--- config.mk ---
export PLATFORM = sky130hd
export DESIGN_NAME = control_sequencer
export DESIGN_NICKNAME = d
export VERILOG_FILES = /design/src/rtl/control_sequencer.sv
export SDC_FILE = /design/constraint.sdc
export NUM_CORES = 1
export LEC_CHECK = 0
export CAP_MARGIN = 20
export CORE_MARGIN = 1
export CORE_UTILIZATION = 50
export DETAILED_ROUTE_END_ITERATION = 8
export DONT_BUFFER_PORTS = 1
export SYNTH_ARGS = -nofsm -noshare
export SYNTH_HDL_FRONTEND = slang
export SYNTH_SLANG_ARGS = --single-unit
--- constraint.sdc ---
create_clock -name clock -period 4.15 [get_ports clock]
set_clock_uncertainty 0.2 [all_clocks]
set_input_delay 0.415 -clock clock [delete_from_list [all_inputs] [get_ports clock]]
set_output_delay 0.415 -clock clock [all_outputs]
set_load 0.02 [all_outputs]
--- src/rtl/control_sequencer.sv ---
// Instruction register, flags and T-state sequencer producing the 8-bit computer's control word.
// Optional CTRL_EARLY_STEP_RESET_EN: each instruction ends after its last active step instead of using all STEPS.
module control_sequencer #(
  parameter int STEPS = 5
) (
  input  logic       clock,
  input  logic       reset,
  input  logic [7:0] bus_in,
  input  logic       alu_carry,
  input  logic       alu_zero,
  output logic [3:0] ir_operand,
  output logic       HLT,
  output logic       MI,
  output logic       RI,
  output logic       RO,
  output logic       IO,
  output logic       II,
  output logic       AI,
  output logic       AO,
  output logic       EO,
  output logic       SU,
  output logic       BI,
  output logic       OI,
  output logic       CE,
  output logic       CO,
  output logic       J,
  output logic       FI,
  output logic [2:0] step,
  output logic [7:0] ir,
  output logic       carry_flag,
  output logic       zero_flag
);

  typedef enum logic [3:0] {
    OP_NOP = 4'h0, OP_LDA = 4'h1, OP_ADD = 4'h2, OP_SUB = 4'h3,
    OP_STA = 4'h4, OP_LDI = 4'h5, OP_JMP = 4'h6, OP_JC  = 4'h7,
    OP_JZ  = 4'h8, OP_OUT = 4'hE, OP_HLT = 4'hF
  } opcode_t;

  typedef struct packed {
    logic hlt, mi, ri, ro, io, ii, ai, ao, eo, su, bi, oi, ce, co, j, fi;
  } ctrl_t;

  localparam logic [2:0] LAST_FIXED = 3'(STEPS - 1);

  ctrl_t      ctrl;
  logic [2:0] step_nxt;
  logic [2:0] last_step;
  logic       halted;
  opcode_t    op;

  assign op         = opcode_t'(ir[7:4]);
  assign ir_operand = ir[3:0];
  assign {HLT, MI, RI, RO, IO, II, AI, AO, EO, SU, BI, OI, CE, CO, J, FI} = ctrl;

`ifdef CTRL_EARLY_STEP_RESET_EN
  function automatic logic [2:0] last_of(input logic [3:0] opc);
    case (opc)
      OP_LDA, OP_STA:                              last_of = 3'd3;
      OP_ADD, OP_SUB:                              last_of = 3'd4;
      OP_LDI, OP_JMP, OP_JC, OP_JZ, OP_OUT, OP_HLT: last_of = 3'd2;
      default:                                     last_of = 3'd1;
    endcase
  endfunction

  // During T1 the new opcode is still on the bus, not yet in ir.
  logic [3:0] op_now;
  assign op_now    = (step == 3'd1) ? bus_in[7:4] : ir[7:4];
  assign last_step = last_of(op_now);
`else
  assign last_step = LAST_FIXED;
`endif

  always_ff @(posedge clock or posedge reset) begin
    if (reset) begin
      step       <= 3'd0;
      ir         <= 8'h00;
      carry_flag <= 1'b0;
      zero_flag  <= 1'b0;
    end else begin
      step <= step_nxt;
      if (ctrl.ii) ir <= bus_in;
      if (ctrl.fi) begin
        carry_flag <= alu_carry;
        zero_flag  <= alu_zero;
      end
    end
  end

  always_comb begin
    ctrl     = '0;
    halted   = (step == 3'd2) && (op == OP_HLT);
    step_nxt = halted ? step : (step == last_step) ? 3'd0 : step + 3'd1;
    case (step)
      3'd0: begin ctrl.co = 1'b1; ctrl.mi = 1'b1; end
      3'd1: begin ctrl.ro = 1'b1; ctrl.ii = 1'b1; ctrl.ce = 1'b1; end
      3'd2: begin
        case (op)
          OP_LDA, OP_ADD, OP_SUB, OP_STA: begin ctrl.io = 1'b1; ctrl.mi = 1'b1; end
          OP_LDI: begin ctrl.io = 1'b1; ctrl.ai = 1'b1; end
          OP_JMP: begin ctrl.io = 1'b1; ctrl.j = 1'b1; end
          OP_JC:  begin ctrl.io = carry_flag; ctrl.j = carry_flag; end
          OP_JZ:  begin ctrl.io = zero_flag;  ctrl.j = zero_flag;  end
          OP_OUT: begin ctrl.ao = 1'b1; ctrl.oi = 1'b1; end
          OP_HLT: ctrl.hlt = 1'b1;
          default: ;
        endcase
      end
      3'd3: begin
        case (op)
          OP_LDA:         begin ctrl.ro = 1'b1; ctrl.ai = 1'b1; end
          OP_ADD, OP_SUB: begin ctrl.ro = 1'b1; ctrl.bi = 1'b1; end
          OP_STA:         begin ctrl.ao = 1'b1; ctrl.ri = 1'b1; end
          default: ;
        endcase
      end
      3'd4: begin
        if (op == OP_ADD || op == OP_SUB) begin
          ctrl.eo = 1'b1;
          ctrl.ai = 1'b1;
          ctrl.fi = 1'b1;
          ctrl.su = (op == OP_SUB);
        end
      end
      default: ;
    endcase
  end

endmodule

==> flow_metrics.tcl, run 1 <==
set metrics [dict create \
    status "complete, but fails checks" \
    violations "design-rule violations" \
    vias 603 \
    clockBufferDepth 2 \
    hold_buffers 1 \
    layout_common_cells "dfrtp_1, mux2_2, inv_1, nand2_1" \
    via_per_inst 6.15 \
    cp_max_fo 6 \
    cts_setup_buffers 0 \
    postRouteAntennaNets 0 \
    numCtsBuffers 3 \
    ys_ff_latch 13 \
    grt_usage_pct 18.9 \
    final_area_um2 856 \
    drive_above_1_share_pct 22.0 \
    wl_um 1640 \
    clk_latency_ns 0.27 \
    place.gp.congestion 0.946 \
    synthesis.nets 104 \
    die_y_um 43.7 \
    clkSinkCount 13 \
    die_w_um 43.7 \
    ys_seq_area_share_pct 37.4 \
    synth_top_area_share_pct 37.4 \
    antennaDiodeCount 0 \
    worst_pin_slew_ns 1.09 \
    worstPathArrival_ns 2.32 \
    required_ns 3.53 \
    fmaxAchievable_mhz 341 \
    max_slew_margin_pct 27.3 \
    htreeDepth 1 \
    path_class "reg2out" \
    fillers 136 \
    synthFlopType "dfrtp_1" \
    hold_violations 0 \
    place_hpwl_um 1240 \
    hold_path_class "in2reg" \
    grt_pass1_vias 572 \
    clock-root-buffer "clkbuf_4" \
    maxCapViolCount 0 \
    coreArea_um2 1560 \
    vdd_drop_max_uv 467 \
    syn_to_final_growth_pct -1.58 \
    nets 100 \
    ios 45 \
    fin_cells 98 \
    routedWlPerCell_um 16.8 \
    synthesis.area_um2 870 \
    muxShareOfSynthArea_pct 13.2 \
    path_clk_slew_ns 0.08 \
    timing.final.ws_setup_ns 1.22 \
    startpoint_type "flip-flop" \
    overflow 0 \
    p_per_area_nw_per_um2 958 \
    ys_warn_count 0 \
    post-place-ws_ns 1.51 \
    synthSimpleGateAreaFrac_pct 20.0 \
    setup_viol 0 \
    synth_edf_count 0 \
    antenna_found_initial 0 \
    synth_area_leaders "dfrtp_1, mux2_2, ha_1, buf_4, inv_1" \
    die_area_um2 1910 \
    layout_commonest_cell "dfrtp_1" \
    rsz0062_at_grt "no" \
    synth-compound-area-share_pct 10.9 \
    io_buffer_count 0 \
    synthAdderAreaFrac_pct 7.19 \
    start_util_pct 55.8 \
    min_period_ns 2.93 \
    power.leakage_nw 0.404 \
    synth_cells 87 \
    drcViolationCount 3 \
    cp-end-kind "primary output" \
    async_flop_share_pct 100 \
    rows 14 \
    drt-pass1-iter-count 6 \
    dp_cells 93 \
    timing.final.crit_share_pct 70.6 \
    synth_xor_area_share_pct 0 \
    synth_top_area_cell "dfrtp_1" \
    cts_resized 0 \
    dpl_cell_area_um2 820 \
    grt_start_max_net_pins 14 \
    slew_viol_final 0 \
    cts_tree "yes" \
    grt_pass1_wl_um 2590 \
    finalSetupTns_ns 0 \
    first_iter_violations 8 \
    power_w 0.000820 \
    synth_top_family_by_area "simple AND/OR/NAND/NOR gates" \
    yosysUniqueCellTypes 31 \
    synth_area_per_cell_um2 10.0 \
]
==> cells in the mapped netlist (all sizes together) (2+ instances only) <==
| master | count |
|---|---|
| dfrtp | 13 |
| buf | 10 |
| mux2 | 9 |
| inv | 7 |
| nand2 | 7 |
| ha | 5 |
| nor2 | 5 |
| o21ai | 4 |
| a21oi | 3 |
| nor3 | 3 |
| a2111oi | 2 |
| and2b | 2 |
| nand2b | 2 |
| nand3b | 2 |
| nor4 | 2 |
| or3 | 2 |
==> power by group <==
| part | internal (W) | switching (W) |
|---|---|---|
| Sequential | 0.000189 | 0.000215 |
| Combinational | 0.000142 | 0.000196 |
| Clock | 0.0000372 | 0.0000394 |
| Total | 0.000369 | 0.000451 |
==> critical path, stage by stage (launching register included) <==
cell,delay (ns)
dfrtp_1,0.51
inv_1,0.14
ha_1,0.24
nand2_1,0.13
nor3_2,0.67
o21a_1,0.36
==> state kept, by name, indices dropped and copies added, names as in the netlist <==
signal	count
step	3
carry_flag	1
zero_flag	1
ir	8
==> metrics by stage <==
stage               hold WS, ns  utilization (%)
global route             0.0678             54.9
detailed placement        0.165             52.6
CTS                      0.0564             54.9
finish                   0.0623             54.9
floorplan                0.0920                -
global placement          0.162             52.6
==> metal layers <==
metal | wire length (um) | GRT usage [%] | up-vias
met1 | 724 | 25.6 | 277
met2 | 686 | 26.0 | 31
li1 | - | - | 293
met3 | 223 | 7.50 | 2
met5 | 0 | 0 | -
met4 | 10 | 9.38 | 0
==> kinds of logic after synthesis <==
group | count (synthesis)
simple gates | 28
mux | 10
flops | 13
fa+ha+maj | 5
compound gates | 14
buf+inv | 17
==> path summary, 6_finish.rpt <==
check | start | end | slack (ns) | cells after the start
setup / recovery | step[0]$_DFFE_PP0N_ | AI | 1.22 | 5
hold / removal | bus_in[4] | ir[4]$_DFFE_PP0P_ | 0.06 | 2
setup reg to reg | step[0]$_DFFE_PP0N_ | zero_flag$_DFFE_PP0P_ | 1.74 | 5
hold reg to reg | carry_flag$_DFFE_PP0P_ | carry_flag$_DFFE_PP0P_ | 0.54 | 1
max in group asynchronous | reset | step[2]$_DFFE_PP0N_ | 3.02 | 2
min in group asynchronous | reset | ir[4]$_DFFE_PP0P_ | 0.40 | 2
==> cell type report <==
type                    instances  area (um^2)  share of cell area [%]
clock buffers                   4         26.3                    3.07
inverters                       7         26.3                    3.07
multi-input cells              57          448                    52.3
flip-flops and latches         13          325                    38.0
well taps                      16         20.0                    2.34
repair buffers                  1         10.0                    1.17
Note: power is estimated with default switching activity, not from simulation.
==> run 2: changes to the inputs <==
Clock period 4.15 ns to 3 ns, I/O delays scaled along.
==> run 2 against run 1 <==
  * The run still ends with design-rule violations left
  * Flip-flop and latch count unchanged
  * Non-clock buffer count up 14
  * Global-route usage up 0.79 points
  * Worst hold slack better by 0.23 ns
  * Critical path type unchanged
  * Critical endpoint unchanged
  * Highest routed layer unchanged
==> flow_metrics.tcl, run 2 (synthesis gave the netlist of run 1 again) <==
set metrics [dict create \
    max_slew_margin_pct 60.5 \
    io_buffer_count 0 \
    worst_path_dominant_cell_family "compound AO/OA/AOI/OAI gates" \
    wl_met2_um 727 \
    first_iter_violations 9 \
    r2r_slack_ns 0.94 \
    place_hpwl_um 1250 \
    r2r_end "carry_flag$_DFFE_PP0P_" \
    reg_top3 "ir (8), step (3)" \
    rr_startpoint "step[1]$_DFFE_PP0N_" \
    start_util_pct 55.8 \
    violations "design-rule violations" \
    crit_buf_inv 0 \
    multi_input_area_um2 448 \
    drt-pass1-iter-count 6 \
    fmaxAchievable_mhz 390 \
    grt_pass1_wl_um 2720 \
    routedWlPerCell_um 15.3 \
    reg2regPathDepth 6 \
    syn_to_final_growth_pct 13.4 \
    clock-root-buffer "clkbuf_4" \
    via_per_inst 5.95 \
    worstPathArrival_ns 2.06 \
    slowest_stage "dfrtp_1" \
    post-place-ws_ns 0.721 \
    maxCapViolCount 0 \
    place.gp.congestion 0.910 \
    largest_register "ir" \
    die_w_um 43.7 \
    drcViolationCount 3 \
    min_period_ns 2.56 \
    grt_start_max_net_pins 14 \
    antennaDiodeCount 0 \
    worstPathCellList "ha_1, ha_1, nand2b_1, a2111oi_0, o21a_1" \
    wl_met1_um 808 \
    met3WireLength_um 171 \
    die_y_um 43.7 \
    timing.final.ws_setup_ns 0.435 \
    hold_path_class "in2async" \
    dp_cells 97 \
    largest_reg_flops 8 \
    setup_viol 0 \
    cp_max_fo 5 \
    numCtsBuffers 3 \
    finalSetupTns_ns 0 \
    fillers 129 \
    final-seq-area_um2 325 \
    status "complete, but fails checks" \
    worst_pin_slew_ns 0.593 \
    cts_tree "yes" \
    die_area_um2 1910 \
    required_ns 2.50 \
    rsz0062_at_grt "no" \
    cp-end-kind "primary output" \
    layout_commonest_cell "dfrtp_1" \
    grt_pass1_vias 600 \
    path_common_cell "ha_1" \
    layout_common_cells "dfrtp_1, dlygate4sd3_1, mux2_2, inv_1, nand2_1" \
    clk_latency_ns 0.27 \
    utilization_pct 63.2 \
    hold_violations 0 \
    clockBufferDepth 2 \
    cts_setup_buffers 0 \
    vdd_drop_max_uv 644 \
    overflow 0 \
    clkSinkCount 13 \
    drive_above_1_share_pct 22.9 \
    path_class "reg2out" \
    highest_layer "met4" \
    cp-startpoint "step[1]$_DFFE_PP0N_" \
    timing.final.crit_share_pct 85.5 \
    p_per_area_nw_per_um2 1170 \
    vias 666 \
    power.leakage_nw 0.468 \
    fin_cells 112 \
    wl_um 1720 \
    coreArea_um2 1560 \
    startpoint_type "flip-flop" \
    power_w 0.00115 \
    nets 114 \
    ios 45 \
    antenna_found_initial 0 \
    rows 14 \
    postRouteAntennaNets 0 \
    grt_usage_pct 19.7 \
    path_clk_slew_ns 0.08 \
    slowest_delay_ns 0.54 \
    htreeDepth 1 \
    slew_viol_final 0 \
]
[run 2: cell count changes in the layout (fill, tap and decap cells not counted)]
| cell | change |
|---|---|
| buf_4 | +4 |
| dlygate4sd3_1 | +10 |
[run 2: repair_timing]
action,4_1_cts,5_1_grt
resized for setup,0,0
hold buffers,11,0
endpoints found under the hold margin,23,0
[run 2: power by group]
| part | leakage, nW | internal (W) | switching (W) |
|---|---|---|---|
| clock network | 0.0150 | 0.0000515 | 0.0000570 |
| logic | 0.297 | 0.000212 | 0.000268 |
| registers | 0.156 | 0.000262 | 0.000299 |
| total | 0.468 | 0.000525 | 0.000624 |
[run 2: how the worst max path moves through the flow]
stage                     to  slack (ns)  depth (start not counted)
after floorplan           IO        0.49                          4
after global placement    AI        0.81                          5
after detailed placement  AI        0.72                          5
after CTS                 AI        0.40                          5
after global routing      AI        0.21                          5
final                     AI        0.44                          5
[run 2: area by class of cell]
cell class,count,share of cell area [%]
tap,16,2.03
inverter,7,2.66
sequential,13,33.0
clock buffer,4,2.66
timing repair buffer,15,14.2
multi-input combinational,57,45.4
[run 2: through the flow]
stage                     cell area (um^2)  hold WS, ns
after floorplan                        870      -0.0230
after global placement                 850       0.0501
after detailed placement               850       0.0507
after CTS                              986        0.298
after global routing                   986        0.348
final                                  986        0.295
[run 2: layer usage]
metal / GRT usage, % / vias to the layer above
li1: - / 321
met1: 26.7 / 314
met2: 28.1 / 29
met3: 6.67 / 2
met4: 9.38 / 0
met5: 0 / -
[run 2: worst reg2reg max path, delay by kind of cell (launching register included)]
kind,cells,cell delay (ns)
adder cells (fa/ha/maj),1,0.25
buffers and inverters,2,0.37
flip-flops,1,0.51
multiplexers,1,0.35
AND/OR/NAND/NOR,2,0.27
==> run 3: changes to the inputs <==
Settings changed: ABC_AREA set to 1, PLACE_DENSITY set to 0.71.
==> run 3 against run 2 <==
  * Sequential power is 8.9% lower
  * Setup slack better by 0.14 ns
  * Critical path type unchanged
  * Largest power group is now combinational logic
  * Final area shrank 1.5%
  * Utilization fell by 0.96 points
  * First-iteration DRC count grew to 2.6 times the previous value
  * Sequential share of layout area grew 0.51 points
  * Via count up 12%
  * Largest cell class unchanged
  * The run still ends with design-rule violations left
==> flow_metrics.tcl, run 3 <==
set metrics [dict create \
    status "complete, but fails checks" \
    violations "design-rule violations" \
    synthAdderAreaFrac_pct 7.25 \
    timing.final.crit_share_pct 80.7 \
    wl_um 1750 \
    min_period_ns 2.42 \
    ys_ff_latch 13 \
    synth_top_family_by_area "simple AND/OR/NAND/NOR gates" \
    synthesis.area_um2 863 \
    clockBufferDepth 2 \
    worstPathCellList "inv_1, ha_1, nand2_1, inv_1, nand3_2, nand2_1, nor2_1, nor2_1" \
    coreArea_um2 1560 \
    place.gp.congestion 0.854 \
    synthTopCellsByCount "nand2_1, inv_1, dfrtp_1, nor2_1" \
    clkSinkCount 13 \
    cts_setup_buffers 0 \
    synth_area_per_cell_um2 7.19 \
    ys_seq_area_share_pct 37.7 \
    postRouteAntennaNets 0 \
    largest_reg_flops 8 \
    overflow 0 \
    synth_cells 120 \
    antennaDiodeCount 0 \
    largest_register "ir" \
    utilization_pct 62.3 \
    io_buffer_count 0 \
    cts_tree "yes" \
    layout_commonest_cell "nand2_1" \
    drt-pass1-iter-count 6 \
    yosysMostFrequentCell "nand2_1" \
    startpoint_type "flip-flop" \
    slew_viol_final 0 \
    clk_latency_ns 0.27 \
    p_per_area_nw_per_um2 1170 \
    worstPathArrival_ns 1.92 \
    rsz0062_at_grt "no" \
    htreeDepth 1 \
    layout_common_cells "nand2_1, inv_1, nor2_1, dfrtp_1, dlygate4sd3_1" \
    path_clk_slew_ns 0.07 \
    power_w 0.00113 \
    path_class "reg2out" \
    yosysUniqueCellTypes 21 \
    grt_start_max_net_pins 15 \
    drive_above_1_share_pct 13.2 \
    ios 45 \
    fmaxAchievable_mhz 413 \
    cts_resized 0 \
    synth_xor_area_share_pct 0 \
    required_ns 2.50 \
    via_per_inst 5.16 \
    synthFlopType "dfrtp_1" \
    die_area_um2 1900 \
    async_flop_share_pct 100 \
    hold_violations 0 \
    place_hpwl_um 1340 \
    reg_top3 "ir (8), step (3)" \
    synth_top_area_cell "dfrtp_1" \
    clock-root-buffer "clkbuf_4" \
    grt_pass1_vias 674 \
    hold_path_class "in2async" \
    muxShareOfSynthArea_pct 0 \
    setup_viol 0 \
    cp-startpoint "step[0]$_DFFE_PP0N_" \
    grt_pass1_wl_um 2770 \
    ys_warn_count 0 \
    cp_max_fo 4 \
    die_w_um 43.6 \
    drcViolationCount 6 \
    nets 147 \
    die_y_um 43.6 \
    slowest_delay_ns 0.49 \
    synth-compound-area-share_pct 6.81 \
    power.leakage_nw 0.538 \
    vias 748 \
    vdd_drop_max_uv 637 \
    grt_usage_pct 20.0 \
    start_util_pct 55.4 \
    first_iter_violations 23 \
    synthesis.nets 137 \
    rows 14 \
    maxCapViolCount 0 \
    synth_top_area_share_pct 37.7 \
    routedWlPerCell_um 12.0 \
    hold_buffers 11 \
    worst_pin_slew_ns 0.640 \
    synth_area_leaders "dfrtp_1, nand2_1, ha_1, inv_1, nor2_1" \
    antenna_found_initial 0 \
    crit_buf_inv 2 \
    syn_to_final_growth_pct 12.5 \
    worst_path_dominant_cell_family "simple AND/OR/NAND/NOR gates" \
    rr_startpoint "step[0]$_DFFE_PP0N_" \
    synth_edf_count 0 \
    slowest_stage "dfrtp_1" \
    numCtsBuffers 3 \
    cp-end-kind "primary output" \
    max_slew_margin_pct 56.9 \
    post-place-ws_ns 0.862 \
    synthSimpleGateAreaFrac_pct 33.5 \
    timing.final.ws_setup_ns 0.579 \
    finalSetupTns_ns 0 \
]
-- run 3: cell count changes after synthesis, moves of 5 or more --
| cell | before | now |
|---|---|---|
| inv_1 | 7 | 14 |
| nand3_1 | 0 | 5 |
| nand2_1 | 7 | 36 |
| nor2_1 | 5 | 13 |
| mux2_2 | 8 | 0 |
| inv_2 | 0 | 5 |
-- run 3: final timing paths --
| path | end | slack (ns) | cells past startpoint |
|---|---|---|---|
| setup / recovery | AI | 0.58 | 8 |
| setup reg to reg | zero_flag$_DFFE_PP0P_ | 1.12 | 7 |
| max in group asynchronous | ir[6]$_DFFE_PP0P_ | 1.99 | 2 |
| hold reg to reg | carry_flag$_DFFE_PP0P_ | 0.46 | 2 |
| min in group clock | carry_flag$_DFFE_PP0P_ | 0.46 | 2 |
| hold / removal | ir[3]$_DFFE_PP0P_ | 0.29 | 2 |
-- run 3: logic make-up (layout without fill, tap and decap cells) --
logic type	count (synthesis)	in the layout
compound gates	11	11
flops	13	13
buf+inv	26	35
simple gates	65	65
fa+ha+maj	5	5
-- run 3: worst register-to-register path, stage by stage (launching register included) --
cell and delay, ns:
dfrtp_1 0.49, inv_1 0.18, ha_1 0.19, nand2_1 0.09
inv_1 0.15, nand3_2 0.13, inv_2 0.23, o21ai_0 0.11
-- run 3: layout make-up --
class | count | area [um^2]
timing repair buffer | 12 | 118
tap | 16 | 20.0
sequential | 13 | 325
fill | 146 | 588
inverter | 19 | 71.3
multi-input combinational | 81 | 410
clock buffer | 4 | 26.3
-- run 3: metrics by stage --
stage                     cells  hold WS [ns]  area [um^2]
after floorplan             120       -0.0230          863
after global placement      130        0.0386          835
after detailed placement    130        0.0423          835
after CTS                   145         0.298          971
after global routing        145         0.326          971
final                       145         0.290          971
-- run 3: per-layer routing --
metal	vias to the layer above	part of all wire (%)	track usage, %
li1	382	-	-
met1	333	40	24.3
met2	31	51	32.8
met3	2	8.6	7.92
met4	0	0.69	5.63
met5	-	0	0
-- run 3: power breakdown --
part           internal (W)  switching [W]
sequential         0.000262       0.000249
combinational      0.000162       0.000356
clock             0.0000515      0.0000526
